$ cat src/rtl/tft_char_ctrl.sv
// tft_char_ctrl: bouncing character block controller for a TFT raster.
// Detects the last active pixel of each frame, emits a one-cycle frame_tick,
// and steps a CHAR_W x CHAR_H block around the active area, bouncing off the
// edges. Each bounce advances the colour and pauses the block for HOLD_FRAMES.
// Optional build macro: TFT_CHAR_BLINK_EN makes the block blink while paused.
module tft_char_ctrl #(
   parameter int H_VALID     = 480,
   parameter int V_VALID     = 272,
   parameter int CHAR_W      = 256,
   parameter int CHAR_H      = 64,
   parameter int INIT_H      = 112,
   parameter int INIT_V      = 104,
   parameter int STEP_FRAMES = 2,
   parameter int HOLD_FRAMES = 30
) (
   input  logic        tft_clk,
   input  logic        sys_rst_n,
   input  logic [9:0]  pix_x,
   input  logic [9:0]  pix_y,
   input  logic        move_en,
   output logic [9:0]  char_b_h,
   output logic [9:0]  char_b_v,
   output logic [15:0] char_color,
   output logic        char_en,
   output logic        frame_tick
);

   localparam int H_MAX   = H_VALID - CHAR_W;
   localparam int V_MAX   = V_VALID - CHAR_H;
   localparam int CNT_MAX = (STEP_FRAMES > HOLD_FRAMES) ? STEP_FRAMES : HOLD_FRAMES;
   // at least 2 bits so the blink phase frame_cnt[1:0] always exists
   localparam int CNT_W   = (CNT_MAX > 4) ? $clog2(CNT_MAX) : 2;

   typedef enum logic [1:0] {WAIT, MOVE, HOLD} state_t;

   state_t           state, state_nx;
   logic [CNT_W-1:0] frame_cnt, cnt_nx;
   logic [9:0]       h_nx, v_nx, h_step, v_step;
   logic             dir_x, dir_y, dx_nx, dy_nx;
   logic             hit_x, hit_y;
   logic [1:0]       color_idx, cidx_nx;
   logic             at_last, last_d;
   logic             en_q, en_nx;

   assign at_last = (pix_x == 10'(H_VALID - 1)) && (pix_y == 10'(V_VALID - 1));

   // rising-edge detect on the last active pixel -> single frame_tick pulse
   always_ff @(posedge tft_clk or negedge sys_rst_n) begin
      if (!sys_rst_n) begin
         last_d     <= 1'b0;
         frame_tick <= 1'b0;
      end else begin
         last_d     <= at_last;
         frame_tick <= at_last & ~last_d;
      end
   end

   // colour lookup, wraps naturally with the 2-bit index
   always_comb begin
      char_color = 16'hFEC0;
      case (color_idx)
         2'd0: char_color = 16'hFEC0;
         2'd1: char_color = 16'hF800;
         2'd2: char_color = 16'h07E0;
         2'd3: char_color = 16'h001F;
         default: char_color = 16'hFEC0;
      endcase
   end

   // candidate one-pixel step per axis, clamped so the block never leaves range
   always_comb begin
      h_step = char_b_h;
      v_step = char_b_v;
      if (dir_x && (char_b_h < 10'(H_MAX)))       h_step = char_b_h + 10'd1;
      else if (!dir_x && (char_b_h != 10'd0))     h_step = char_b_h - 10'd1;
      if (dir_y && (char_b_v < 10'(V_MAX)))       v_step = char_b_v + 10'd1;
      else if (!dir_y && (char_b_v != 10'd0))     v_step = char_b_v - 10'd1;
      hit_x = (h_step == 10'd0) || (h_step == 10'(H_MAX));
      hit_y = (v_step == 10'd0) || (v_step == 10'(V_MAX));
   end

   // next-state logic; everything only advances on a tick with move_en high
   always_comb begin
      state_nx = state;
      cnt_nx   = frame_cnt;
      h_nx     = char_b_h;
      v_nx     = char_b_v;
      dx_nx    = dir_x;
      dy_nx    = dir_y;
      cidx_nx  = color_idx;
      en_nx    = en_q;
      if (frame_tick && move_en) begin
         case (state)
            WAIT: state_nx = MOVE;
            MOVE: begin
               if (frame_cnt == CNT_W'(STEP_FRAMES - 1)) begin
                  cnt_nx = '0;
                  h_nx   = h_step;
                  v_nx   = v_step;
                  if (hit_x) dx_nx = ~dir_x;
                  if (hit_y) dy_nx = ~dir_y;
                  // a corner counts as one bounce: one colour advance
                  if (hit_x || hit_y) begin
                     cidx_nx  = color_idx + 2'd1;
                     state_nx = HOLD;
                  end
               end else begin
                  cnt_nx = frame_cnt + CNT_W'(1);
               end
            end
            HOLD: begin
               if (frame_cnt == CNT_W'(HOLD_FRAMES - 1)) begin
                  cnt_nx   = '0;
                  state_nx = MOVE;
                  en_nx    = 1'b1;
               end else begin
                  cnt_nx = frame_cnt + CNT_W'(1);
`ifdef TFT_CHAR_BLINK_EN
                  if (frame_cnt[1:0] == 2'd3) en_nx = ~en_q;
`endif
               end
            end
            default: state_nx = WAIT;
         endcase
      end
   end

   // state, position, direction and colour registers
   always_ff @(posedge tft_clk or negedge sys_rst_n) begin
      if (!sys_rst_n) begin
         state     <= WAIT;
         frame_cnt <= '0;
         char_b_h  <= 10'(INIT_H);
         char_b_v  <= 10'(INIT_V);
         dir_x     <= 1'b1;
         dir_y     <= 1'b1;
         color_idx <= 2'd0;
         en_q      <= 1'b1;
      end else begin
         state     <= state_nx;
         frame_cnt <= cnt_nx;
         char_b_h  <= h_nx;
         char_b_v  <= v_nx;
         dir_x     <= dx_nx;
         dir_y     <= dy_nx;
         color_idx <= cidx_nx;
         en_q      <= en_nx;
      end
   end

`ifdef TFT_CHAR_BLINK_EN
   assign char_en = en_q;
`else
   // en_q still tracks (always 1) but visibility is fixed in this build
   logic unused_en;
   assign unused_en = en_q;
   assign char_en   = 1'b1;
`endif

endmodule
$ cat config.mk
export PLATFORM = sky130hd
export DESIGN_NAME = tft_char_ctrl
export DESIGN_NICKNAME = d
export VERILOG_FILES = /design/src/rtl/tft_char_ctrl.sv
export SDC_FILE = /design/constraint.sdc
export NUM_CORES = 1
export LEC_CHECK = 0
export BUFFER_PORTS_ARGS = -buffer_cell sky130_fd_sc_hd__buf_2
export CELL_PAD_IN_SITES_DETAIL_PLACEMENT = 1
export CELL_PAD_IN_SITES_GLOBAL_PLACEMENT = 1
export CORE_MARGIN = 3
export CORE_UTILIZATION = 30
export CTS_BUF_LIST = sky130_fd_sc_hd__clkbuf_16
export CTS_CLUSTER_DIAMETER = 200
export DETAILED_ROUTE_END_ITERATION = 10
export GPL_ROUTABILITY_DRIVEN = 0
export PLACE_DENSITY = 0.61
export RECOVER_POWER = 100
export SLEW_MARGIN = 20
export SYNTH_ARGS = -nofsm -noshare
export SYNTH_HDL_FRONTEND = slang
export SYNTH_SLANG_ARGS = --single-unit
$ cat constraint.sdc
create_clock -name tft_clk -period 4 [get_ports tft_clk]
set_input_delay 0.8 -clock tft_clk [delete_from_list [all_inputs] [get_ports tft_clk]]
set_output_delay 0.8 -clock tft_clk [all_outputs]
set_load 0.005 [all_outputs]
==> run summary <==
Startpoint types - flop
EDFF count, synth - 0
Post-route setup TNS - 0 ps
Yosys top cell area share - 23.4%
Syn Area/Cell - 8.87 sq um
Net Count, Synth - 339
HP Class - reg2reg
Total grt overflow - 0
Area of the multi-input gates - 0.00157 sq mm
Synth cell types - 64
Gr usage total - 14.6%
Clk sink count - 33
Antenna Violating Nets Remaining - 0
DRT iter0 DRCs - 121
Port buffer count - 59
Unrepaired setup endpoints after global routing - no
Worst IR Drop VDD - 142 uV
Final hold viol count - 0
Pin count of the biggest net entering global routing - 34
Vias in the first global route - 2428
TritonCTS clock tree - yes
Total Wirelength - 7.06 mm
Initial Utilization - 31.8%
Post-synthesis async set-or-reset flop share - 100%
Final HPWL DP - 5.30 mm
Post-CTS sizing - 0
Vias per inst - 5.33
Max frequency - 0.297 GHz
Nets - 378
Filler cells - 1030
Max Cap Viol - 1
Endpoints failing setup - 0
Sequential share of the synthesized area - 31.2%
Pleak - 0.00130 uW
Cell Area, Synth - 0.00268 sq mm
Share of cells above drive strength 1 - 21.3%
Syn. warnings - 0
Post-synth top area cell - dfrtp_1
Maximum fanout along the worst path - 9
Critical Path End Type - flop
Die height - 100 um
Synth Flop Type - dfrtp_1
Die area - 0.0101 sq mm
WP data required - 4150 ps
Initial antenna violation count - 0
Register area - 836 sq um
Placed cells - 439
I/O pins - 61
Fin crit share - 84.1%
Final Critical Period - 3370 ps
Clock root buffer - clkbuf_16
CTS Buf Count - 5
Syn-to-layout area delta - 12.4%
Critical Path AT - 3520 ps
Seq cells post-synth - 33
Post-CTS setup buffer count - 0
Clk buf depth - 2
Final Max Tran Viols - 34
Cells after synthesis - 302
Synth area leaders - dfrtp_1 23%, dfstp_2 7.8%, ha_1 6.5%
WL per Instance - 15.8 um
Clk_lat worst skew - 270 ps
Worst-path clk slew - 60 ps
Worst Tran Pin Value - 1830 ps
Core box area - 0.00842 sq mm
Status - complete, but fails checks
H-tree depth - 2
# rows - 33
Failing checks - max-capacitance violations, max-slew violations
Die Wd - 100 um
Cts hold-fix bufs - 0
PD cells - 240 mW/mm^2
Antenna diodes - 0
Rel. slew slack - -21.7%
Vias - 2383
First-pass DRT Iterations - 4
Post-route insts no fill - 447
Core Util, Final - 35.8%
DR DRC count - 0
Clock skew - 4.22 ps
Global-route wire length before repair - 12.1 mm
Type of the worst setup path - reg2reg
## per-stage QoR
| stage | instance area, sq um | hold WS, ps | power, uW | setup slack, ps |
|---|---|---|---|---|
| finish | 3010 | 416 | 722 | 634 |
| global route | 3010 | 445 | 759 | 354 |
| CTS | 3060 | 420 | 739 | 788 |
| detailed placement | 2920 | 400 | 359 | 827 |
| global placement | 2920 | 401 | 359 | 878 |
| floorplan | 2680 | 385 | 342 | 1120 |
## cells by family (layout without fill, tap and decap cells)
| family | Yosys count | after routing | synth area share [%] |
|---|---|---|---|
| other | 1 | 1 | 0.140 |
| adders and majority gates | 14 | 14 | 6.54 |
| xor gates and xnor gates | 24 | 24 | 7.85 |
| and+or+nand+nor | 119 | 119 | 25.4 |
| muxes | 5 | 5 | 2.10 |
| AOI/OAI and AO/OA | 66 | 66 | 17.8 |
| DFF | 33 | 33 | 31.2 |
| buffers and inverters | 40 | 80 | 8.97 |
## cell type report
| type | count | share of cell area [%] |
|---|---|---|
| Clock buffer | 5 | 4.15 |
| Clock inverter | 3 | 0.582 |
| Inverter | 11 | 1.37 |
| Multi-Input combinational cell | 229 | 52.0 |
| Sequential cell | 33 | 27.8 |
| Tap cell | 105 | 4.36 |
| Timing Repair Buffer | 61 | 9.76 |
## cells in the final DEF (no fill, tap or decap), drive strengths merged, types with 3 or more instances in the layout
master / Yosys / layout
a21oi: 8 / 8
a22oi: 3 / 3
a31oi: 4 / 4
and3: 7 / 7
buf: 24 / 48
clkbuf: 5 / 18
dfrtp: 25 / 25
dfstp: 8 / 8
ha: 14 / 14
inv: 11 / 11
mux2i: 3 / 3
nand2: 21 / 21
nand2b: 5 / 5
nand3: 11 / 11
nand4: 6 / 6
nor2: 22 / 22
nor2b: 3 / 3
nor3: 11 / 11
nor4: 10 / 10
o211ai: 4 / 4
o21ai: 19 / 19
o22a: 3 / 3
o22ai: 4 / 4
o31ai: 4 / 4
or2: 5 / 5
or4: 7 / 7
xnor2: 14 / 14
xor2: 10 / 10
## registers in the layout, summed over array words and instances, names as in the netlist
signal	flops
char_b_h	10
char_b_v	10
state	2
frame_tick	1
dir_y	1
frame_cnt	5
dir_x	1
last_d	1
color_idx	2
## cell usage after synthesis (all sizes together) (6+ instances only)
cell / number
xnor2: 14
o21ai: 19
nand4: 6
nand2: 21
ha: 14
nand3: 11
nor2: 22
xor2: 10
nor3: 11
or4: 7
dfstp: 8
inv: 11
and3: 7
buf: 24
nor4: 10
dfrtp: 25
a21oi: 8
## metal layers
metal | track usage (%) | vias up | share of wire (%)
li1 | - | 1162 | -
met1 | 20.6 | 1148 | 48
met2 | 22.8 | 69 | 45
met3 | 3.18 | 4 | 5.8
met4 | 3.83 | 0 | 0.89
met5 | 0 | - | 0
## power by group
part / internal, uW / switching (uW) / leakage (uW)
clock network: 228 / 142 / 0.0000696
logic: 8.19 / 9.87 / 0.000828
registers: 334 / 0.000690 / 0.000402
## worst paths after layout
check | cells after the start | slack, ps | to | startpoint
min in group asynchronous | 1 | 1020 | frame_cnt[0] | sys_rst_n
worst max-delay path | 10 | 630 | color_idx[1] | char_b_h[1]
worst min-delay path | 1 | 420 | frame_tick | last_d
worst min register to register | 1 | 420 | frame_tick | last_d
worst max register to register | 10 | 630 | color_idx[1] | char_b_h[1]
max in group asynchronous | 1 | 1930 | char_b_v[8] | sys_rst_n
## worst max-delay path, stage by stage, from the launching register on
cell and delay, ps:
dfrtp_1 470, inv_1 110, ha_1 240, or4b_1 540, a2111oi_0 410, o21bai_1 220
xnor2_1 120, and3_2 230, o211ai_1 430, a21oi_4 120, mux2_1 360
(Power assumes the default switching activity.)
